**src/rtl/mips_multicycle_controller.sv**
```systemverilog
// Moore control FSM for the shared-memory multi-cycle MIPS datapath.
// Memory states stall MEM_LAT cycles; instr_retire pulses on each final cycle.
//
// Ports:
//   clk, rst (sync, active-high)
//   opc, func : IR[31:26], IR[5:0]
//   zero      : ALU zero flag (beq)
//   PCWrite IorD MemRead MemWrite IRWrite MemToReg WDInp RegDst
//   RegWrite ALUSrcA ALUSrcB ALUOperation PCSrc : datapath controls
//   state : current state code, instr_retire : final-cycle pulse
module mips_multicycle_controller #(
  parameter int MEM_LAT = 1,
  parameter int CNT_W   = 4
) (
  input  logic       clk,
  input  logic       rst,
  input  logic [5:0] opc,
  input  logic [5:0] func,
  input  logic       zero,
  output logic       PCWrite,
  output logic       IorD,
  output logic       MemRead,
  output logic       MemWrite,
  output logic       IRWrite,
  output logic       MemToReg,
  output logic       WDInp,
  output logic [1:0] RegDst,
  output logic       RegWrite,
  output logic       ALUSrcA,
  output logic [1:0] ALUSrcB,
  output logic [2:0] ALUOperation,
  output logic [1:0] PCSrc,
  output logic [3:0] state,
  output logic       instr_retire
);

  typedef enum logic [3:0] {
    S_FETCH  = 4'd0,
    S_DECODE = 4'd1,
    S_MEMADR = 4'd2,
    S_MEMRD  = 4'd3,
    S_MEMWB  = 4'd4,
    S_MEMWR  = 4'd5,
    S_RTEXE  = 4'd6,
    S_RTWB   = 4'd7,
    S_BEQ    = 4'd8,
    S_JUMP   = 4'd9,
    S_IMMEXE = 4'd10,
    S_IMMWB  = 4'd11,
    S_JR     = 4'd12
  } state_t;

  localparam logic [CNT_W-1:0] LAST = CNT_W'(MEM_LAT - 1);

  state_t           st;
  state_t           nxt;
  logic [CNT_W-1:0] cnt;
  logic [CNT_W-1:0] cnt_nxt;
  logic             mem_done;

  logic is_jr, is_rt, is_lw, is_mem;
  logic is_beq, is_jmp, is_jal;
  logic is_imm, is_slti;
  logic [2:0] alu_fn;

  logic pc_write, ir_write, reg_write;
  logic mem_write, retire;

  assign mem_done = (cnt == LAST);

  assign is_jr   = (opc == 6'b000000) &&
                   (func == 6'b001000);
  assign is_rt   = (opc == 6'b000000) && !is_jr;
  assign is_lw   = (opc == 6'b100011);
  assign is_mem  = is_lw || (opc == 6'b101011);
  assign is_beq  = (opc == 6'b000100);
  assign is_jal  = (opc == 6'b000011);
  assign is_jmp  = is_jal || (opc == 6'b000010);
  assign is_slti = (opc == 6'b001010);
  assign is_imm  = is_slti || (opc == 6'b001000);

  always_comb begin
    case (func)
      6'b100010: alu_fn = 3'b110;
      6'b100100: alu_fn = 3'b000;
      6'b100101: alu_fn = 3'b001;
      6'b101010: alu_fn = 3'b111;
      default:   alu_fn = 3'b010;
    endcase
  end

  always_ff @(posedge clk) begin
    if (rst) begin
      st  <= S_FETCH;
      cnt <= '0;
    end else begin
      st  <= nxt;
      cnt <= cnt_nxt;
    end
  end

  always_comb begin
    nxt          = st;
    cnt_nxt      = '0;
    pc_write     = 1'b0;
    IorD         = 1'b0;
    MemRead      = 1'b0;
    mem_write    = 1'b0;
    ir_write     = 1'b0;
    MemToReg     = 1'b0;
    WDInp        = 1'b0;
    RegDst       = 2'b00;
    reg_write    = 1'b0;
    ALUSrcA      = 1'b0;
    ALUSrcB      = 2'b00;
    ALUOperation = 3'b010;
    PCSrc        = 2'b00;
    retire       = 1'b0;
    case (st)
      S_FETCH: begin
        MemRead = 1'b1;
        ALUSrcB = 2'b01;
        if (mem_done) begin
          ir_write = 1'b1;
          pc_write = 1'b1;
          nxt      = S_DECODE;
        end else begin
          cnt_nxt = cnt + CNT_W'(1);
        end
      end
      S_DECODE: begin
        ALUSrcB = 2'b11;
        unique case (1'b1)
          is_jr:  nxt = S_JR;
          is_rt:  nxt = S_RTEXE;
          is_mem: nxt = S_MEMADR;
          is_beq: nxt = S_BEQ;
          is_jmp: nxt = S_JUMP;
          is_imm: nxt = S_IMMEXE;
          default: begin
            nxt    = S_FETCH;
            retire = 1'b1;
          end
        endcase
      end
      S_MEMADR: begin
        ALUSrcA = 1'b1;
        ALUSrcB = 2'b10;
        nxt     = is_lw ? S_MEMRD : S_MEMWR;
      end
      S_MEMRD: begin
        IorD    = 1'b1;
        MemRead = 1'b1;
        if (mem_done) nxt = S_MEMWB;
        else cnt_nxt = cnt + CNT_W'(1);
      end
      S_MEMWB: begin
        MemToReg  = 1'b1;
        reg_write = 1'b1;
        retire    = 1'b1;
        nxt       = S_FETCH;
      end
      S_MEMWR: begin
        IorD      = 1'b1;
        mem_write = 1'b1;
        if (mem_done) begin
          retire = 1'b1;
          nxt    = S_FETCH;
        end else begin
          cnt_nxt = cnt + CNT_W'(1);
        end
      end
      S_RTEXE: begin
        ALUSrcA      = 1'b1;
        ALUOperation = alu_fn;
        nxt          = S_RTWB;
      end
      S_RTWB: begin
        RegDst    = 2'b01;
        reg_write = 1'b1;
        retire    = 1'b1;
        nxt       = S_FETCH;
      end
      S_BEQ: begin
        ALUSrcA      = 1'b1;
        ALUOperation = 3'b110;
        PCSrc        = 2'b01;
        pc_write     = zero;
        retire       = 1'b1;
        nxt          = S_FETCH;
      end
      S_JUMP: begin
        PCSrc    = 2'b10;
        pc_write = 1'b1;
        retire   = 1'b1;
        nxt      = S_FETCH;
        if (is_jal) begin
          RegDst    = 2'b10;
          WDInp     = 1'b1;
          reg_write = 1'b1;
        end
      end
      S_JR: begin
        PCSrc    = 2'b11;
        pc_write = 1'b1;
        retire   = 1'b1;
        nxt      = S_FETCH;
      end
      S_IMMEXE: begin
        ALUSrcA      = 1'b1;
        ALUSrcB      = 2'b10;
        ALUOperation = is_slti ? 3'b111 : 3'b010;
        nxt          = S_IMMWB;
      end
      S_IMMWB: begin
        reg_write = 1'b1;
        retire    = 1'b1;
        nxt       = S_FETCH;
      end
      default: nxt = S_FETCH;
    endcase
  end

  // state-changing strobes are suppressed while reset is held
  assign PCWrite      = pc_write & ~rst;
  assign IRWrite      = ir_write & ~rst;
  assign RegWrite     = reg_write & ~rst;
  assign MemWrite     = mem_write & ~rst;
  assign instr_retire = retire & ~rst;
  assign state        = st;

endmodule

```
**config.mk**
```make
export PLATFORM = sky130hd
export DESIGN_NAME = mips_multicycle_controller
export DESIGN_NICKNAME = d
export VERILOG_FILES = /design/src/rtl/mips_multicycle_controller.sv
export SDC_FILE = /design/constraint.sdc
export NUM_CORES = 1
export LEC_CHECK = 0
export BUFFER_PORTS_ARGS = -buffer_cell sky130_fd_sc_hd__buf_4
export CORE_ASPECT_RATIO = 0.75
export CORE_UTILIZATION = 51
export CTS_CLUSTER_DIAMETER = 80
export DETAILED_ROUTE_END_ITERATION = 10
export PLACE_DENSITY = 0.83
export RECOVER_POWER = 50
export SLEW_MARGIN = 15
export SYNTH_ARGS = -nofsm -noshare
export SYNTH_HDL_FRONTEND = slang
export SYNTH_SLANG_ARGS = --single-unit
```
**constraint.sdc**
```tcl
create_clock -name clk -period 2.6 [get_ports clk]
set_input_delay 0.26 -clock clk [delete_from_list [all_inputs] [get_ports clk]]
set_output_delay 0.26 -clock clk [all_outputs]
set_load 0.005 [all_outputs]
```
==> impl_metrics.json <==
{
  "dp_hpwl_um": 1810,
  "status": "completed",
  "ant_nets": 0,
  "synthFlopType": "dfxtp_1",
  "htreeDepth": 1,
  "critical_path_arrival_ns": 2.01,
  "drc_errors": 0,
  "clk_pin_slew_ns": 0.05,
  "area_growth_pct": 28.25,
  "post_cts_resized": 0,
  "ys_warn_count": 0,
  "clockRootBuffer": "clkbuf_4",
  "clock_skew_ns": 0.009891,
  "pwr_density_cell_nw_per_um2": 280.2,
  "grt_pass1_vias": 900,
  "cp.required_ns": 2.34,
  "fin_tns_setup_ns": 0,
  "post-synth-top-count-cell": "nor2_1",
  "rows": 12,
  "synth_nets": 146,
  "routed_wl_um": 2456,
  "final_util_pct": 74.20,
  "track_usage_pct": 26.91,
  "clockBufferDepth": 2,
  "num_vias": 1080,
  "synth_cells": 129,
  "tritoncts": "yes",
  "wl_per_cell_um": 13.64,
  "drtIter0Drc": 39,
  "via_per_inst": 6.000,
  "first_pass_iters": 4,
  "hold_viol": 0,
  "synth_cell_types": 43,
  "fin_crit_ns": 2.270,
  "cap_violations": 0,
  "maxSlewViolCount": 0,
  "setup_viol": 0,
  "worstMarginPinSlew_ns": 0.6687,
  "maxClockFrequency_mhz": 440.4,
  "place_congestion": 0.8040,
  "crit_slowest_cell": "nor3b_1",
  "grt_max_degree": 22,
  "coreArea_sq_um": 1562,
  "postSynthAreaPerCell_sq_um": 7.003,
  "post_cts_buffers": 0,
  "ctsHoldBuffers": 0,
  "port_buffers": 37,
  "die-height_um": 38.45,
  "antenna_found_initial": 0,
  "hold_class": "primary input to flip-flop",
  "synthesis.area_sq_um": 903.4,
  "num_io_pins": 38,
  "critPathMaxStageDelay_ns": 0.50,
  "path_cells": "inv_1 > ha_1 > nor3b_1 > o21ai_0 > nand2_1 > a21oi_1 > a211oi_1 > buf_4",
  "yosys-top-cells-area": "dfxtp_1, nor2_1, a21oi_1",
  "grt_overflow": 0,
  "power.leakage_nw": 0.4769,
  "dieArea_sq_um": 1945,
  "grt_pass1_wl_um": 3857,
  "cts_made_buffers": 3,
  "diodes": 0,
  "start_util_pct": 57.85,
  "num-nets-final": 178,
  "cp_max_fo": 5,
  "synth-seq-cells": 8,
  "slew_headroom_pct": 55.01,
  "die_w_um": 50.60,
  "yosysTopAreaCell": "dfxtp_1",
  "ys_top_cells_by_count": "nor2_1, a21oi_1, nor3_1, dfxtp_1, nand2_1",
  "synthArstFlopShare_pct": 0,
  "synth_edf_count": 0,
  "min_period_over_period_pct": 87.33,
  "cts.sinks": 8,
  "yosysSeqAreaShare_pct": 17.73,
  "cp-end-kind": "primary output",
  "rsz0062_at_grt": "no",
  "criticalPathCategory": "flip-flop to primary output",
  "synth_top_area_share_pct": 17.73,
  "ir_worst_vdd_mv": 0.3251,
  "start_kind": "flip-flop",
  "drive_gt1_share_pct": 28.30,
  "worst_skew_pair.late_latency_ns": 0.27
}
## cell families after synthesis
logic type      share of synthesized area [%]
compound gates                          23.41
xor+xnor                                4.710
fa+ha+maj                               2.770
buf+inv                                 8.033
flops                                   17.73
mux                                     1.108
simple gates                            42.24
## stage by stage
step / worst slack, ns / instances / cell area (sq um) / hold WS (ns) / power (mW)
2_1_floorplan: 0.9519 / 129 / 903.4 / 0.4300 / 0.1830
3_3_place_gp: 0.6587 / 177 / 1154 / 0.4450 / 0.2236
3_5_place_dp: 0.5745 / 177 / 1154 / 0.4810 / 0.2257
4_1_cts: 0.2823 / 180 / 1176 / 0.3840 / 0.3280
5_1_grt: 0.1311 / 180 / 1159 / 0.4175 / 0.3415
6_report: 0.3295 / 180 / 1159 / 0.4001 / 0.3246
## registers in the layout (all words and copies together), names as in the netlist
name / flops
cnt: 4
state: 4
## cell type report
type | instances | area, sq um
clock buffers | 3 | 22.52
fillers | 126 | 402.9
inverters | 3 | 11.26
multi-input cells | 107 | 653.1
flip-flops and latches | 8 | 160.2
well taps | 21 | 26.28
repair buffers | 38 | 285.3
## worst max-delay path, delay by kind of cell, from the launching register on
family,cells,cell delay (ns)
flops,1,0.33
buf+inv,2,0.21
simple gates,2,0.60
compound gates,3,0.47
fa+ha+maj,1,0.13
## placed cells by master (no fill, tap or decap), types with 2 or more instances in the layout
cell and instances:
ha_1 2, a211oi_1 3, dfxtp_1 8, nand2b_1 6, nor2b_1 2, o31ai_1 2, nor3_1 9, buf_4 32
a21oi_1 10, clkbuf_4 9, nor3b_1 2, nor4_1 4, a22o_1 2, inv_1 3, nand4_1 2, xnor2_1 2
o21ai_0 5, and4b_1 2, nor2_1 22, xor2_1 2, nand3_1 3, or4_1 2, o32ai_1 2, nand2_1 7
## metal layers
layer	routed length, um	vias to the layer above	global-route usage [%]
met5	0	-	0
met4	4	0	4.861
met3	230	2	7.143
met2	1077	60	47.33
met1	1145	484	33.57
li1	-	534	-
## path summary, 6_finish.rpt
path / startpoint / slack [ns] / cells past startpoint / endpoint
worst max-delay path: cnt[0] / 0.33 / 8 / instr_retire
worst min-delay path: opc[4] / 0.40 / 3 / state[3]
worst max register to register: state[1] / 0.59 / 5 / state[1]
worst min register to register: cnt[0] / 0.49 / 1 / cnt[0]
## where the power goes
group / total, mW / leakage (nW) / internal (mW) / switching [mW]
Combinational: 0.0879 / 0.398 / 0.0450 / 0.0428
Sequential: 0.134 / 0.0648 / 0.124 / 0.00985
Clock: 0.102 / 0.0138 / 0.0533 / 0.0492
Total: 0.325 / 0.477 / 0.223 / 0.102
Note: power is estimated with default switching activity, not from simulation.
